File: config.mk
export PLATFORM = sky130hd
export DESIGN_NAME = sdrc_req_arb
export DESIGN_NICKNAME = d
export VERILOG_FILES = /design/src/rtl/sdrc_req_arb.sv
export SDC_FILE = /design/constraint.sdc
export NUM_CORES = 1
export LEC_CHECK = 0
export BUFFER_PORTS_ARGS = -buffer_cell sky130_fd_sc_hd__buf_2
export CORE_AREA = 8 8 144 146
export DETAILED_ROUTE_END_ITERATION = 7
export DIE_AREA = 0 0 152 154
export HOLD_SLACK_MARGIN = 0.03
export PLACE_DENSITY = 0.59
export SLEW_MARGIN = 0
export SYNTH_ARGS = -nofsm -noshare
export SYNTH_HDL_FRONTEND = slang
export SYNTH_SLANG_ARGS = --single-unit
File: constraint.sdc
create_clock -name clk -period 4.9 [get_ports clk]
set_input_delay 0.98 -clock clk [delete_from_list [all_inputs] [get_ports clk]]
set_output_delay 0.98 -clock clk [all_outputs]
set_load 0.01 [all_outputs]
File: src/rtl/sdrc_req_arb.sv
`default_nettype none
// ============================================================================
// Module   : sdrc_req_arb
// Purpose  : Four-port round-robin request arbiter in front of the SDRAM
//            request generator. One request is in flight at a time. The
//            winning port's fields are latched and presented on m_*, and the
//            port index is prepended to the request ID.
// Options  : SDRC_ARB_PRIO0_EN - when defined, port 0 has strict priority.
//            Port 0 grants do not advance the round-robin pointer, so ports
//            1-3 keep rotating among themselves.
// Ports    : clk, reset_n (synchronous, active low)
//            p_*        : packed per-port request channel, port i in slice i
//            p_ack      : one-hot accept pulse to the owning port
//            m_*        : latched request toward the generator, m_req_ack back
//            grant      : one-hot current owner, arb_busy while granting
// Revision : 1.0 - initial release
// ============================================================================
module sdrc_req_arb #(
    parameter int APP_AW = 30,
    parameter int APP_RW = 9,
    parameter int PID_W  = 2
) (
    input  logic                     clk,
    input  logic                     reset_n,
    input  logic [3:0]               p_req,
    input  logic [4*PID_W-1:0]       p_id,
    input  logic [4*(APP_AW+1)-1:0]  p_addr,
    input  logic [4*(APP_AW-1)-1:0]  p_addr_mask,
    input  logic [4*APP_RW-1:0]      p_len,
    input  logic [3:0]               p_wr_n,
    input  logic [3:0]               p_wrap,
    output logic [3:0]               p_ack,
    output logic                     m_req,
    output logic [PID_W+1:0]         m_id,
    output logic [APP_AW:0]          m_addr,
    output logic [APP_AW-2:0]        m_addr_mask,
    output logic [APP_RW-1:0]        m_len,
    output logic                     m_wr_n,
    output logic                     m_wrap,
    input  logic                     m_req_ack,
    output logic [3:0]               grant,
    output logic                     arb_busy
);

    typedef enum logic [0:0] {
        ARB_IDLE  = 1'b0,
        ARB_GRANT = 1'b1
    } arb_state_t;

    arb_state_t              state_q;
    logic [1:0]              last_ptr_q;
    logic [1:0]              owner_q;
    logic [3:0]              grant_q;
    logic                    m_req_q;
    logic [PID_W+1:0]        m_id_q;
    logic [APP_AW:0]         m_addr_q;
    logic [APP_AW-2:0]       m_addr_mask_q;
    logic [APP_RW-1:0]       m_len_q;
    logic                    m_wr_n_q;
    logic                    m_wrap_q;

    logic [1:0]              w_win;
    logic                    w_found;

    // Scan starting one past the last winner; first requesting port wins.
    always_comb begin
        w_win   = 2'd0;
        w_found = 1'b0;
        for (int k = 1; k <= 4; k++) begin
            if (!w_found && p_req[2'(last_ptr_q + 2'(k))]) begin
                w_win   = 2'(last_ptr_q + 2'(k));
                w_found = 1'b1;
            end
        end
`ifdef SDRC_ARB_PRIO0_EN
        if (p_req[0]) begin
            w_win = 2'd0;
        end
`endif
    end

    always_ff @(posedge clk) begin
        if (!reset_n) begin
            state_q       <= ARB_IDLE;
            last_ptr_q    <= 2'd3;
            owner_q       <= 2'd0;
            grant_q       <= 4'b0000;
            m_req_q       <= 1'b0;
            m_id_q        <= '0;
            m_addr_q      <= '0;
            m_addr_mask_q <= '0;
            m_len_q       <= '0;
            m_wr_n_q      <= 1'b0;
            m_wrap_q      <= 1'b0;
        end else begin
            case (state_q)
                ARB_IDLE: begin
                    if (|p_req) begin
                        m_id_q        <= {w_win, p_id[w_win*PID_W +: PID_W]};
                        m_addr_q      <= p_addr[w_win*(APP_AW+1) +: (APP_AW+1)];
                        m_addr_mask_q <= p_addr_mask[w_win*(APP_AW-1) +: (APP_AW-1)];
                        m_len_q       <= p_len[w_win*APP_RW +: APP_RW];
                        m_wr_n_q      <= p_wr_n[w_win];
                        m_wrap_q      <= p_wrap[w_win];
                        grant_q       <= 4'b0001 << w_win;
                        owner_q       <= w_win;
                        m_req_q       <= 1'b1;
                        state_q       <= ARB_GRANT;
                    end
                end
                ARB_GRANT: begin
                    // Fields stay frozen until the generator accepts.
                    if (m_req_ack) begin
                        m_req_q <= 1'b0;
                        grant_q <= 4'b0000;
`ifdef SDRC_ARB_PRIO0_EN
                        if (owner_q != 2'd0) begin
                            last_ptr_q <= owner_q;
                        end
`else
                        last_ptr_q <= owner_q;
`endif
                        state_q <= ARB_IDLE;
                    end
                end
                default: state_q <= ARB_IDLE;
            endcase
        end
    end

    // grant_q is zero outside ARB_GRANT, so an ack seen while idle is ignored.
    // Reset masks both outputs immediately, so an aborted grant never acks.
    assign p_ack       = reset_n ? (grant_q & {4{m_req_ack}}) : 4'b0000;
    assign arb_busy    = reset_n && (state_q == ARB_GRANT);

    assign grant       = grant_q;
    assign m_req       = m_req_q;
    assign m_id        = m_id_q;
    assign m_addr      = m_addr_q;
    assign m_addr_mask = m_addr_mask_q;
    assign m_len       = m_len_q;
    assign m_wr_n      = m_wr_n_q;
    assign m_wrap      = m_wrap_q;

endmodule
`default_nettype wire

After elaboration in Yosys (flattened, before gate mapping). Cells that the tools add are included.

Magnitude comparators: 5. Multiplexer cells: 29. Equal/unequal tests: 2. Bitwise logic cells: 2. Add/subtract/negate cells: 3. Shift-type cells: 5. Multiply operators: 3. Reductions and logical operators: 11.

Operator list (number): 124-bit by 8-bit indexed part select with 31-bit output (1); 116-bit by 8-bit indexed part select with 29-bit output (1); 36-bit by 7-bit indexed part select with 9-bit output (1); 2-bit by 3-bit < comparator with 1-bit output, second input constant (5); 2-bit by 5-bit multiplier with 7-bit output, second input constant (2); 1-bit 2-to-1 mux (13); 1-bit binary-select mux with 2-bit select (6); 4-bit 2-to-1 mux (3); 2-bit 2-to-1 mux (4); 4-bit one-hot mux with 2 select lines (1); 8-bit by 4-bit indexed part select with 2-bit output (1); 2-bit by 4-bit multiplier with 6-bit output, second input constant (1); 2-bit AND reduction (3); 2-bit adder, second input constant (2); 4-bit bitwise AND (1); 1-bit logical AND (4); 2-bit inequality test, second input constant (2); 1-bit one-hot mux with 2 select lines (2); 4-bit OR reduction (1); 1-bit by 2-bit left shift with 4-bit output, first input constant (1); 1-bit logical NOT (3); 2-bit by 1-bit adder with 2-bit output, second input constant (1); 1-bit inverter (1).

Output and inout bits: 85. Register bits: 85. Word-level logic and storage cells: 71. Input port bits: 299.

Logic depth before layout (Yosys ltp). Gate-level depths: netlist (run 1).

Word-level depth: 16. Gate-level depth with buffers: 8. Depth with buffers taken out: 5.

Worst setup path after synthesis (run 1). OpenSTA, ideal clock, no wires.

Path kind: input-to-output. Start: in reset_n. End: out p_ack[0]. Arrival: 1.662 ns. Data required time: 3.920 ns. Stages on the path: 3. Slack: 2.258 ns. Cell sequence: clkbuf_1 -> clkbuf_1 -> and3_1.

Word-level cells in the longest chain between the ends: 1.

RTL lines: from (decl) (RTL line 24) `input logic reset_n,`; 4-bit 2-to-1 mux (RTL line 133) `assign p_ack = reset_n ? (grant_q & {4{m_req_ack}}) : 4'b0000;`; to (decl) (RTL line 32) `output logic [3:0] p_ack,`.

Every way passes these cells.

Final worst setup path (run 1).
Start: in p_req[1]. End: reg m_addr_mask_q[17], in the netlist m_addr_mask[17].

Word-level cells in the longest chain between the ends: 14. Elaborated cells between the ends (all ways): 25.

RTL lines: from (decl) (RTL line 25) `input logic [3:0] p_req,`; 1-bit binary-select mux with 2-bit select (RTL line 70) `if (!w_found && p_req[2'(last_ptr_q + 2'(k))]) begin`; 1-bit 2-to-1 mux (implied by the code) (RTL line 70); 1-bit 2-to-1 mux (RTL line 70); 1-bit logical NOT (RTL line 70); 1-bit logical AND (RTL line 70); 1-bit 2-to-1 mux (RTL line 70); 1-bit logical NOT (RTL line 70); 1-bit logical AND (RTL line 70); 1-bit 2-to-1 mux (RTL line 70); 1-bit logical NOT (RTL line 70); 1-bit logical AND (RTL line 70); 2-bit 2-to-1 mux (RTL line 70); 2-bit by 5-bit multiplier with 7-bit output (RTL line 101) `m_addr_mask_q <= p_addr_mask[w_win*(APP_AW-1) +: (APP_AW-1)];`; 116-bit by 8-bit indexed part select with 29-bit output (RTL line 101); to (signal assigned) (RTL line 101); to (decl) (RTL line 57) `logic [APP_AW-2:0] m_addr_mask_q;`.

Several ways; a longest one is shown, not always the timed one. The select of a mux whose other input is x is not followed. A chain may end at the register's enable or synchronous reset.

==> results.yml, run 1 <==
yosys:
  netlist.area_leader.share_pct: 30.05
  ys_seq_area_share_pct: 30.05
  synth.cell_area_mm2: 0.005529
  syn_area_per_cell_um2: 8.990
  yosys_register_bits: 83
  synthFlopType: "dfxtp_1"
  yosys.area.top_type: "dfxtp_1"
  synth_area_leaders: "dfxtp_1 30%, a221oi_2 13%, mux2i_1 13%"
  ys_types: 36
  yosysWarnings: 0
  syn_nets: 914
  async_reset_ff_share_pct: 0
  syn-instance-count: 615
  synth_edf_count: 0
route:
  first_pass_iters: 4
  vias_per_cell: 5.247
  totalWireLength_um: 23530
  postRouteAntennaNets: 0
  first_iter_violations: 203
  wl_met2_um: 11700
  wl_per_cell_um: 19.72
  drc: 0
  top_layer_used: "met4"
  wl_met1_um: 9453
  dr_wl_met3_um: 1957
  vias: 6260
die:
  num_rows: 50
  core_mm2: 0.01846
  start_util_pct: 29.96
  chipHeight_um: 154
  ioPinCount: 384
  die-area_mm2: 0.02341
  chipWidth_um: 152
grt:
  first_global_vias: 6406
  overflow: 0
  antenna_found_initial: 1
  grt_max_degree: 75
  gr-usage-all-layers_pct: 19.24
  grt_pass1_wl_um: 36310
setup_path:
  cp.arrival_ns: 2.97
  crit_fanout: 38
  path_class: "in2reg"
  worstPathRequired_ns: 5.17
  crit_path_start_kind: "primary input"
  worst_setup_path_end_kind: "register"
finish:
  layout.nets: 1252
  drive_gt1_share_pct: 49.27
  multi_input_area_mm2: 0.003550
  final_common_cell: "buf_2"
  final_cell_mix: "383 x buf_2, 83 x dfxtp_1, 76 x o21ai_0"
  area_growth_pct: 41.50
  final_util_pct: 42.39
  fill_cells: 1864
  seq_area_mm2: 0.001662
power_and_ir_drop:
  total_power_mw: 2.302
  vdd_drop_max_uv: 157.4
  leakage_nw: 3.696
  p_per_area_mw_per_mm2: 294.2
place:
  dp_hpwl_um: 18070
  gp_congestion: 0.8264
  io_buffers: 383
  place_ws_ns: 1.756
clock_tree:
  tritoncts: "built"
  cts.sinks: 83
  clk_pin_slew_ns: 0.06
  cts_max_path_buffers: 2
  cts_made_buffers: 9
  cts_hold_buffers: 0
  postCtsSetupRepairBufs: 0
  clock_latency_ns: 0.35
  cts_root_buf: "clkbuf_16"
  h-tree-depth: 3
  cts-resized-gates: 0
worst_hold_path:
  hold_class: "reg2reg"
sta:
  fin_setup_tns_ns: 0
  rsz0062_at_grt: "false"
  skew_ns: 0.009849
  slew_violations: 0
  fmax_mhz: 370.2
  tightest_slew_ns: 1.076
  setup_slack_ns: 2.199
  finalHoldViolCount: 0
  period_minus_slack_ns: 2.701
  setup_viol: 0
  timing.slew.headroom_pct: 28.28
  fin_crit_sh_pct: 55.12
run:
  max_cap_viol_count: 0
outcome:
  status: "finished clean"
-- cell type report --
cell class | instances | area share (%)
inverters | 1 | 0.04798
repair buffers | 394 | 25.72
well taps | 234 | 3.742
flip-flops and latches | 83 | 21.24
clock inverters | 7 | 0.9755
multi-input cells | 464 | 45.37
diodes | 1 | 0.03198
clock buffers | 9 | 2.879
-- worst paths after layout --
kind / startpoint / endpoint / slack, ns / depth (start not counted)
worst min register to register: m_req / m_req / 0.47 / 2
worst max register to register: last_ptr_q[0] / m_addr_mask[10] / 2.59 / 6
worst min-delay path: m_req / m_req / 0.47 / 2
worst max-delay path: p_req[1] / m_addr_mask[17] / 2.20 / 7
-- through the flow --
stage               instances  hold slack, ns  instance area (µm²)
detailed placement       1176          0.4687                 7520
global route             1193          0.5141                 7824
global placement         1176          0.4480                 7520
floorplan                 615          0.4877                 5529
finish                   1193          0.4736                 7824
CTS                      1192          0.4760                 7821
-- worst max-delay path: stages --
cell,delay (ns)
buf_2,0.17
nor2_1,0.12
a21oi_4,0.64
buf_4,0.46
o21ai_0,0.16
or2_2,0.31
o22ai_1,0.10
-- Yosys cell counts, drive strengths merged, types with 3 or more instances --
master	count
a21boi	6
a21o	20
a21oi	23
a221oi	54
and3	4
buf	34
clkbuf	33
dfxtp	83
mux2i	72
nand2	11
nand2b	5
nand3	28
nor2	5
o211a	3
o211ai	19
o21ai	96
o22ai	54
or2	53
-- where the power goes --
| part | switching, mW | total, mW | internal, mW |
|---|---|---|---|
| combinational | 0.423 | 0.771 | 0.347 |
| sequential | 0.0532 | 0.818 | 0.765 |
| clock | 0.314 | 0.713 | 0.399 |
-- sequential cells by signal (all words and copies together), names as in the netlist --
name	flops
m_addr	31
m_addr_mask	29
m_len	9
grant	4
last_ptr_q	2
m_id	2
owner_q	2
m_req	1
m_wr_n	1
m_wrap	1
state_q	1
-- logic make-up (layout without fill, tap and decap cells) --
logic type	Yosys count	in the layout	share of synthesized area, %
AO/OA/AOI/OAI	281	281	38.86
AND/OR/NAND/NOR	110	110	11.16
multiplexers	73	73	13.24
flip-flops	83	83	30.05
buffers and inverters	68	411	6.698
other	0	1	0
-- routing by layer --
layer	vias up	global-route usage [%]
met5	-	0
met4	0	6.330
met3	25	6.670
met2	279	33.70
met1	2890	21.48
li1	3066	-
(Power assumes the default switching activity.)
==> inputs of run 2 (changes only) <==
Settings changed: CORE_AREA 8 8 144 146 to 8 8 141 143, DIE_AREA 0 0 152 154 to 0 0 149 151, PLACE_DENSITY 0.59 to 0.63.
Clock period 4.9 ns to 2.4 ns, I/O delays scaled along.
==> run 2 against run 1 <==
  * Die area decreased by 3.9%
  * Routed wire length increased by 2.6%
  * Highest routed layer is now met5
  * Sequential power increased by 100%
  * First-iteration DRC count increased by 22%
  * Register-to-register slack got worse by 2.3 ns
  * Largest cell class unchanged
  * Critical endpoint is now m_addr[0]
  * Design area increased by 3.0%
==> results.yml, run 2 (synthesis results as in run 1) <==
setup_path:
  cp_slowest_stage_delay_ns: 0.49
  path_cells: "nand2b_1 -> o21ai_1 -> a211oi_4 -> buf_12 -> buf_12 -> mux2i_1 -> o22ai_1"
  crit_top_cell: "buf_12"
  worst_setup_path_end_kind: "register"
  crit_fanout: 28
  path_class: "reg2reg"
  reg2reg_setup_slack_ns: 0.30
  reg2reg_depth: 7
  slowest_stage: "dfxtp_1"
  r2r-end: "m_addr[0]"
  crit_end: "m_addr[0]"
  worstPathRequired_ns: 2.61
  cp.arrival_ns: 2.31
  crit_path_start_kind: "register"
  r2r_start: "last_ptr_q[0]"
  crit_path_start: "last_ptr_q[0]"
finish:
  drive_gt1_share_pct: 50.00
  largest_reg_flops: 31
  final_cells: 1203
  fill_cells: 1757
  layout.nets: 1266
  fin_area_mm2: 0.008059
  final_util_pct: 45.64
  final_cell_mix: "383 x buf_2, 83 x dfxtp_1, 76 x o21ai_0"
  seq_area_mm2: 0.001662
  final_common_cell: "buf_2"
  multi_input_area_mm2: 0.003553
  area_growth_pct: 45.76
place:
  dp_cells: 1185
  dp_hpwl_um: 18820
  placed_cell_area_mm2: 0.007735
  gp_congestion: 0.8258
  io_buffers: 383
  place_ws_ns: 0.1967
die:
  start_util_pct: 31.31
  num_rows: 49
  chipWidth_um: 149
  chipHeight_um: 151
  core_mm2: 0.01766
  ioPinCount: 384
  die-area_mm2: 0.02250
sta:
  finalHoldViolCount: 0
  fin_setup_tns_ns: 0
  skew_ns: 0.01099
  slew_violations: 0
  setup_viol: 0
  fin_crit_sh_pct: 87.36
  tightest_slew_ns: 0.5344
  setup_slack_ns: 0.3033
  timing.slew.headroom_pct: 64.37
  period_minus_slack_ns: 2.097
  holdWs_ns: 0.4152
  rsz0062_at_grt: "false"
  fmax_mhz: 476.9
clock_tree:
  tritoncts: "built"
  clock_latency_ns: 0.34
  postCtsSetupRepairBufs: 0
  cts_root_buf: "clkbuf_16"
  cts.sinks: 83
  h-tree-depth: 3
  cts_made_buffers: 9
  cts-resized-gates: 0
  cts_max_path_buffers: 2
  clk_pin_slew_ns: 0.07
  cts_hold_buffers: 0
run:
  max_cap_viol_count: 0
grt:
  grt_max_degree: 75
  first_global_vias: 6727
  use_met1_pct: 22.74
  gr-usage-all-layers_pct: 20.21
  use_met3_pct: 7.529
  antenna_found_initial: 1
  overflow: 0
  grt_use_met2_pct: 35.25
  grt_pass1_wl_um: 36280
  busiest_layer: "met2"
outcome:
  status: "finished clean"
power_and_ir_drop:
  total_power_mw: 4.850
  p_per_area_mw_per_mm2: 601.8
  vdd_drop_max_uv: 402.8
  leakage_nw: 3.815
route:
  drc: 0
  postRouteAntennaNets: 0
  vias: 6420
  wl_per_cell_um: 20.06
  first_iter_violations: 247
  totalWireLength_um: 24140
  first_pass_iters: 4
  vias_per_cell: 5.337
worst_hold_path:
  hold_class: "in2reg"
  hp-start: "p_addr[45]"
run 2: layer usage:
layer	share of wire (%)	wire, µm	vias to the layer above
li1	-	-	3087
met1	38	9272	3004
met2	50	12150	306
met3	10	2414	21
met4	1.2	289	2
met5	0.033	8	-
run 2: worst max-delay path: cells and delay by family (launching register included):
| kind | cells | cell delay [ns] |
|---|---|---|
| and+or+nand+nor | 1 | 0.21 |
| muxes | 1 | 0.24 |
| AOI/OAI and AO/OA | 3 | 0.54 |
| buffers and inverters | 2 | 0.46 |
| DFF | 1 | 0.49 |
run 2: power breakdown:
| group | switching [mW] | internal [mW] | leakage, nW | total [mW] |
|---|---|---|---|---|
| clock network | 0.602 | 0.915 | 0.153 | 1.52 |
| logic | 0.889 | 0.770 | 2.97 | 1.66 |
| registers | 0.112 | 1.56 | 0.691 | 1.67 |
| total | 1.60 | 3.25 | 3.82 | 4.85 |
run 2: area by class of cell:
type,instances,share of cell area [%]
multi-input combinational,464,44.09
antenna,2,0.06210
timing repair buffer,408,27.67
sequential,83,20.62
clock buffer,10,2.841
clock inverter,6,1.118
tap,229,3.555
inverter,1,0.04658
run 2: worst min-delay path by stage:
stage	endpoint	slack (ns)	cells after the start
final	m_addr[14]	0.42	3
after global routing	m_addr_mask[20]	0.41	3
after CTS	m_addr_mask[17]	0.40	3
after detailed placement	m_req	0.46	2
after global placement	m_req	0.45	2
after floorplan	m_req	0.49	2
